$ cat config.mk
export PLATFORM = sky130hd
export DESIGN_NAME = id_ex_pipe
export DESIGN_NICKNAME = d
export VERILOG_FILES = /design/src/rtl/id_ex_pipe_pkg.sv /design/src/rtl/id_ex_pipe_hazard_detect.sv /design/src/rtl/id_ex_pipe.sv
export SDC_FILE = /design/constraint.sdc
export NUM_CORES = 1
export LEC_CHECK = 0
export CELL_PAD_IN_SITES_DETAIL_PLACEMENT = 1
export CELL_PAD_IN_SITES_GLOBAL_PLACEMENT = 1
export CORE_AREA = 2 2 147 149
export DETAILED_ROUTE_END_ITERATION = 6
export DIE_AREA = 0 0 149 151
export GPL_ROUTABILITY_DRIVEN = 0
export HOLD_SLACK_MARGIN = 0.06
export PLACE_DENSITY = 0.91
export SKIP_CTS_REPAIR_TIMING = 1
export SYNTH_ARGS = -nofsm -noshare
export SYNTH_HDL_FRONTEND = slang
export SYNTH_HIERARCHICAL = 1
export SYNTH_SLANG_ARGS = --single-unit
export TNS_END_PERCENT = 50
$ cat constraint.sdc
create_clock -name clk -period 4 [get_ports clk]
set_input_delay 0.8 -clock clk [delete_from_list [all_inputs] [get_ports clk]]
set_output_delay 0.8 -clock clk [all_outputs]
set_load 0.05 [all_outputs]
$ cat src/rtl/id_ex_pipe_pkg.sv
// Shared widths, control-bit layout and the ID/EX bundle type for the pipeline slice.
// Also hosts the global width/index macros used in port declarations.
`ifndef REG_DATA_WIDTH
`define REG_DATA_WIDTH 32
`endif
`ifndef PC_WIDTH
`define PC_WIDTH 32
`endif
`ifndef IMM_WIDTH
`define IMM_WIDTH 32
`endif
`ifndef REG_ADDR_WIDTH
`define REG_ADDR_WIDTH 5
`endif
`ifndef CTRL_WIDTH
`define CTRL_WIDTH 12
`define CTRL_JUMP 0
`define CTRL_BRANCH 1
`define CTRL_REGWRITE 2
`define CTRL_MEMTOREG 3
`define CTRL_MEMWRITE 4
`define CTRL_MEMREAD 5
`define CTRL_ALUOP_LO 6
`define CTRL_ALUOP_HI 9
`define CTRL_ALUSRC 10
`define CTRL_ALUINPUTPC 11
`endif

package id_ex_pipe_pkg;

    localparam int REG_DATA_W = `REG_DATA_WIDTH;
    localparam int PC_W       = `PC_WIDTH;
    localparam int IMM_W      = `IMM_WIDTH;
    localparam int REG_ADDR_W = `REG_ADDR_WIDTH;
    localparam int CTRL_W     = `CTRL_WIDTH;

    localparam int CTRL_MEMREAD_IDX    = `CTRL_MEMREAD;
    localparam int CTRL_REGWRITE_IDX   = `CTRL_REGWRITE;
    localparam int CTRL_ALUSRC_IDX     = `CTRL_ALUSRC;
    localparam int CTRL_ALUINPUTPC_IDX = `CTRL_ALUINPUTPC;

    // Everything that travels from ID to EX; an all-zero value is a bubble.
    typedef struct packed {
        logic                  valid;
        logic [CTRL_W-1:0]     ctrl;
        logic [REG_ADDR_W-1:0] rs1;
        logic [REG_ADDR_W-1:0] rs2;
        logic [REG_ADDR_W-1:0] rd;
        logic [PC_W-1:0]       pc;
        logic [IMM_W-1:0]      imm;
        logic [REG_DATA_W-1:0] data1;
        logic [REG_DATA_W-1:0] data2;
    } ex_bundle_t;

    function automatic logic ctrl_memread(input logic [CTRL_W-1:0] ctrl);
        return ctrl[CTRL_MEMREAD_IDX];
    endfunction

    function automatic logic addr_match_nz(input logic [REG_ADDR_W-1:0] a,
                                           input logic [REG_ADDR_W-1:0] b);
        return (a == b) && (a != {REG_ADDR_W{1'b0}});
    endfunction

endpackage

$ cat src/rtl/id_ex_pipe_hazard_detect.sv
// Combinational load-use hazard detector; shared with the IF/ID register so both
// stages agree on when to hold.
module hazard_detect
    import id_ex_pipe_pkg::*;
(
    input  logic                  valid_ex,
    input  logic                  memread_ex,
    input  logic [REG_ADDR_W-1:0] rd_ex,
    input  logic                  valid_id,
    input  logic                  use_rs1_id,
    input  logic [REG_ADDR_W-1:0] rs1_id,
    input  logic                  use_rs2_id,
    input  logic [REG_ADDR_W-1:0] rs2_id,
    input  logic                  flush_ex,
    input  logic                  stall_ex,
    output logic                  load_use_stall
);

    logic dep_s;

    // A dependent operand is one actually read and named by the load's rd (x0 excluded).
    always_comb begin
        dep_s = (use_rs1_id && addr_match_nz(rs1_id, rd_ex)) ||
                (use_rs2_id && addr_match_nz(rs2_id, rd_ex));
    end

    // Flush and downstream stall already keep ID out of EX, so no extra hold is needed.
    always_comb begin
        if (flush_ex || stall_ex) begin
            load_use_stall = 1'b0;
        end else begin
            load_use_stall = valid_ex && memread_ex && valid_id && dep_s;
        end
    end

endmodule

$ cat src/rtl/id_ex_pipe.sv
// ID/EX pipeline register with load-use bubble insertion and a saturating bubble counter.
// Optional macro RISCV_WB_BYPASS_EN captures same-cycle WB writes into the latched operands.
module id_ex_pipe
    import id_ex_pipe_pkg::*;
#(
    parameter int CNT_WIDTH = 16
) (
    input  logic                        clk,
    input  logic                        rst,
    input  logic [`REG_DATA_WIDTH-1:0]  read_data1_id,
    input  logic [`REG_DATA_WIDTH-1:0]  read_data2_id,
    input  logic [`PC_WIDTH-1:0]        pc_id,
    input  logic [`IMM_WIDTH-1:0]       immediate_id,
    input  logic [`REG_ADDR_WIDTH-1:0]  rs1_id,
    input  logic [`REG_ADDR_WIDTH-1:0]  rs2_id,
    input  logic [`REG_ADDR_WIDTH-1:0]  rd_id,
    input  logic                        use_rs1_id,
    input  logic                        use_rs2_id,
    input  logic [`CTRL_WIDTH-1:0]      ctrl_id,
    input  logic                        valid_id,
    input  logic                        flush_ex,
    input  logic                        stall_ex,
    input  logic                        wb_regwrite,
    input  logic [`REG_ADDR_WIDTH-1:0]  wb_rd,
    input  logic [`REG_DATA_WIDTH-1:0]  write_data_wb,
    output logic [`REG_DATA_WIDTH-1:0]  read_data1_ex,
    output logic [`REG_DATA_WIDTH-1:0]  read_data2_ex,
    output logic [`PC_WIDTH-1:0]        pc_ex,
    output logic [`IMM_WIDTH-1:0]       immediate_ex,
    output logic [`REG_ADDR_WIDTH-1:0]  rs1_ex,
    output logic [`REG_ADDR_WIDTH-1:0]  rs2_ex,
    output logic [`REG_ADDR_WIDTH-1:0]  rd_ex,
    output logic [`CTRL_WIDTH-1:0]      ctrl_ex,
    output logic                        valid_ex,
    output logic                        load_use_stall,
    output logic [CNT_WIDTH-1:0]        bubble_cnt
);

    localparam logic [CNT_WIDTH-1:0] CNT_MAX = {CNT_WIDTH{1'b1}};
    localparam logic [CNT_WIDTH-1:0] CNT_ONE = {{(CNT_WIDTH-1){1'b0}}, 1'b1};

    ex_bundle_t            ex_r;
    ex_bundle_t            id_s;
    logic [CNT_WIDTH-1:0]  bubble_cnt_r;
    logic                  load_use_stall_s;
    logic [REG_DATA_W-1:0] op1_s;
    logic [REG_DATA_W-1:0] op2_s;

`ifdef RISCV_WB_BYPASS_EN
    // Register file lacks write-before-read, so a WB write to a source register wins here.
    always_comb begin
        if (wb_regwrite && addr_match_nz(wb_rd, rs1_id)) begin
            op1_s = write_data_wb;
        end else begin
            op1_s = read_data1_id;
        end
        if (wb_regwrite && addr_match_nz(wb_rd, rs2_id)) begin
            op2_s = write_data_wb;
        end else begin
            op2_s = read_data2_id;
        end
    end
`else
    logic unused_wb_s;
    assign unused_wb_s = ^{wb_regwrite, wb_rd, write_data_wb};
    assign op1_s = read_data1_id;
    assign op2_s = read_data2_id;
`endif

    // Gather the ID-side bundle that a normal advance would latch.
    always_comb begin
        id_s       = '0;
        id_s.valid = valid_id;
        id_s.ctrl  = ctrl_id;
        id_s.rs1   = rs1_id;
        id_s.rs2   = rs2_id;
        id_s.rd    = rd_id;
        id_s.pc    = pc_id;
        id_s.imm   = immediate_id;
        id_s.data1 = op1_s;
        id_s.data2 = op2_s;
    end

    hazard_detect u_hazard_detect (
        .valid_ex       (ex_r.valid),
        .memread_ex     (ctrl_memread(ex_r.ctrl)),
        .rd_ex          (ex_r.rd),
        .valid_id       (valid_id),
        .use_rs1_id     (use_rs1_id),
        .rs1_id         (rs1_id),
        .use_rs2_id     (use_rs2_id),
        .rs2_id         (rs2_id),
        .flush_ex       (flush_ex),
        .stall_ex       (stall_ex),
        .load_use_stall (load_use_stall_s)
    );

    // Pipeline register: flush beats stall, stall beats hazard bubble, else advance.
    always_ff @(posedge clk or negedge rst) begin
        if (!rst) begin
            ex_r <= '0;
        end else if (flush_ex) begin
            ex_r <= '0;
        end else if (stall_ex) begin
            ex_r <= ex_r;
        end else if (load_use_stall_s) begin
            ex_r <= '0;
        end else begin
            ex_r <= id_s;
        end
    end

    // Counts only hazard bubbles; the stall signal is already masked by flush and stall.
    always_ff @(posedge clk or negedge rst) begin
        if (!rst) begin
            bubble_cnt_r <= '0;
        end else if (load_use_stall_s && (bubble_cnt_r != CNT_MAX)) begin
            bubble_cnt_r <= bubble_cnt_r + CNT_ONE;
        end else begin
            bubble_cnt_r <= bubble_cnt_r;
        end
    end

    assign read_data1_ex  = ex_r.data1;
    assign read_data2_ex  = ex_r.data2;
    assign pc_ex          = ex_r.pc;
    assign immediate_ex   = ex_r.imm;
    assign rs1_ex         = ex_r.rs1;
    assign rs2_ex         = ex_r.rs2;
    assign rd_ex          = ex_r.rd;
    assign ctrl_ex        = ex_r.ctrl;
    assign valid_ex       = ex_r.valid;
    assign bubble_cnt     = bubble_cnt_r;
    assign load_use_stall = load_use_stall_s;

endmodule
==> impl_results.md <==
* Status: complete, no violations
* Initial Util at 30.7%
* Simple-Gate Fraction of Synth Area at 4.29%
* Vias at 5361
* Port bufs at 334
* Clock skew at 0.0189 ns
* TritonCTS Buffers at 17
* Area leader, netlist: dfrtp_1
* Sequential fraction of the synthesis area at 67.4%
* CTS tree: yes
* Post-synth EDFFs at 0
* Slew HR at 49.1%
* Max-cap violations at 0
* Multi-input gate area at 1930 um^2
* Worst Hold Class: input port to async pin
* Compound-Gate Fraction of Synth Area at 22.7%
* Initial antenna violation count at 0
* Synth Instances at 446
* Core ar. at 20800 um^2
* Adder-Cell Fraction of Synth Area at 0.196%
* Place WS at 0.430 ns
* Top cells by area, synth: dfrtp_1, a22o_1, xnor2_1
* Setup TNS at 0 ns
* Mean Syn Cell Area at 14.3 um^2
* R2r setup slk at 1.28 ns
* GR Overflow Total at 0
* Detailed Place HPWL at 15.5 mm
* Netlist Area Pre-Place at 6390 um^2
* Row cnt at 53
* CP Launch Type: input port
* Crit share post-route at 86.0%
* Drt wl/cell at 20.4 um
* DR pass1 iterations at 4
* Clock-pin slew on the worst setup and hold paths at 0.07 ns
* Initial detailed-routing violation count at 160
* Clock sink count at 172
* Final Util at 50.9%
* Syn Nets at 647
* First-pass GRT wire length at 33.4 mm
* Launching point of the worst reg2reg path: rd_ex[3]
* CP Class: input port to output port
* Fillers at 2129
* H-Tree Depth at 4
* Yosys warnings at 6
* Total GRT Usage at 19.3%
* Yosys cell types at 34
* Most used DFF post-synth: dfrtp_1
* Storage cell area at 4300 um^2
* Final hold viol count at 0
* Yosys reg bits at 172
* CP Capture Type: output port
* R2r endpoint: bubble_cnt[10]
* Die height at 151 um
* Mux cell area share after synthesis at 0.353%
* Clock buffer depth at 2
* Final worst slack at 0.561 ns
* Root Driver: clkbuf_16
* Worst Max-Slew Pin Slew at 0.763 ns
* Post-synth ARST share at 100%
* Peak supply drop at 0.000251 V
* Largest family of logic cells by synthesized area: compound AO/OA/AOI/OAI gates
* PwrDens at 411 nW/um^2
* XOR/XNOR Fraction of Synth Area at 2.47%
* Final worst path period need at 3.44 ns
* Final Slew Violations at 0
* Vias in the first global route at 5872
* Die X at 149 um
* CP required at 3.20 ns
* Top-area cell type share of the netlist area at 67.4%
* Final nets at 970
* Detailed-route DRC error count at 0
* CP Data Arrival Time at 2.64 ns
* Ports at 373
* Die Footprint at 22500 um^2
* RSZ-0062 raised after global routing: false
* Antenna-violating nets left at 0
* Area Growth Syn to Fin at 65.9%
* Peak Freq at 291 MHz
* Pin count of the biggest net entering global routing at 101
* Pleak at 4.65 nW
* Worst-path fanout max at 8
* Final setup viols at 0
* Via density per instance at 5.07
* Layout cells sized above 1 at 5.63%
* Skew-Pair Late Insertion Delay at 0.43 ns
* Final WL at 21.6 mm
* R2R depth at 8
-- cell usage after synthesis, types with 2 or more instances --
cell / count
clkbuf_1: 13
buf_1: 5
nor3_1: 6
dfrtp_1: 172
inv_1: 2
nand3_1: 7
buf_2: 17
o21ai_0: 2
nor2_1: 2
or3_1: 2
a22o_1: 156
nor4_1: 2
nand2_1: 6
xnor2_1: 12
and3_1: 5
xor2_1: 6
a21oi_1: 4
nand4_1: 8
o21a_1: 2
and4_1: 3
-- critical path: stages --
cell             delay (ns)
clkdlybuf4s50_1        0.49
or4_1                  0.55
a21oi_1                0.16
nor4_1                 0.07
a31o_1                 0.34
buf_12                 0.22
-- layout by cell type, fill, tap and decap left out, types with 6 or more instances in the layout --
cell type | Yosys | layout
a22o_1 | 156 | 156
clkbuf_16 | 0 | 17
clkdlybuf4s50_1 | 0 | 332
dfrtp_1 | 172 | 172
inv_6 | 0 | 6
nand2_1 | 6 | 6
nand3_1 | 7 | 7
nand4_1 | 8 | 8
xnor2_1 | 12 | 12
xor2_1 | 6 | 6
-- final cells by class --
class,count,share of cell area (%)
Clock inverter,13,1.14
Multi-Input combinational cell,236,18.2
Clock buffer,18,4.14
Antenna cell,1,0.0236
Inverter,2,0.0708
Timing Repair Buffer,340,32.5
Sequential cell,172,40.6
Tap cell,275,3.25
-- report_power, final --
| part | total [W] | switching, W | internal, W |
|---|---|---|---|
| Combinational | 0.000875 | 0.000514 | 0.000361 |
| Sequential | 0.00188 | 0.0000575 | 0.00183 |
| Clock | 0.00160 | 0.000761 | 0.000839 |
-- how the worst max path moves through the flow --
| stage | startpoint | endpoint | slack, ns | depth (start not counted) |
|---|---|---|---|---|
| final | rs1_id[1] | load_use_stall | 0.56 | 6 |
| after global routing | rs1_id[1] | load_use_stall | 0.50 | 6 |
| after detailed placement | rs1_id[1] | read_data1_ex[0] | 0.43 | 8 |
| after floorplan | rs1_id[1] | bubble_cnt[15] | 0.96 | 9 |
| after CTS | rs1_id[1] | load_use_stall | 0.57 | 6 |
| after global placement | rs1_id[2] | ctrl_ex[4] | 0.48 | 8 |
-- metal layers --
metal	up-vias	part of all wire, %	routed length, um	GRT usage [%]
li1	2362	-	-	-
met1	2742	39	8340	22.2
met2	226	51	11100	33.6
met3	31	8.0	1720	6.45
met4	0	2.1	464	7.29
met5	-	0	0	0
-- flip-flops by register name (all words and copies together), names as in the netlist, 5 cells and up --
| register | cells |
|---|---|
| read_data2_ex | 32 |
| rd_ex | 5 |
| rs1_ex | 5 |
| immediate_ex | 32 |
| ctrl_ex | 12 |
| pc_ex | 32 |
| rs2_ex | 5 |
| read_data1_ex | 32 |
| bubble_cnt | 16 |
-- cell families after synthesis --
group	after synthesis
DFF	172
AOI/OAI and AO/OA	168
and+or+nand+nor	47
buffers and inverters	38
xor gates and xnor gates	18
muxes	2
adders and majority gates	1
-- through the flow --
step | total power, W | instance area (um^2) | instances | hold slack, ns
floorplan | 0.00235 | 6390 | 446 | 0.504
global placement | 0.00277 | 10000 | 1025 | 0.487
detailed placement | 0.00280 | 10000 | 1025 | 0.490
CTS | 0.00442 | 10600 | 1056 | 0.449
global route | 0.00453 | 10600 | 1056 | 0.481
finish | 0.00436 | 10600 | 1057 | 0.426
Note: power is estimated with default switching activity, not from simulation.
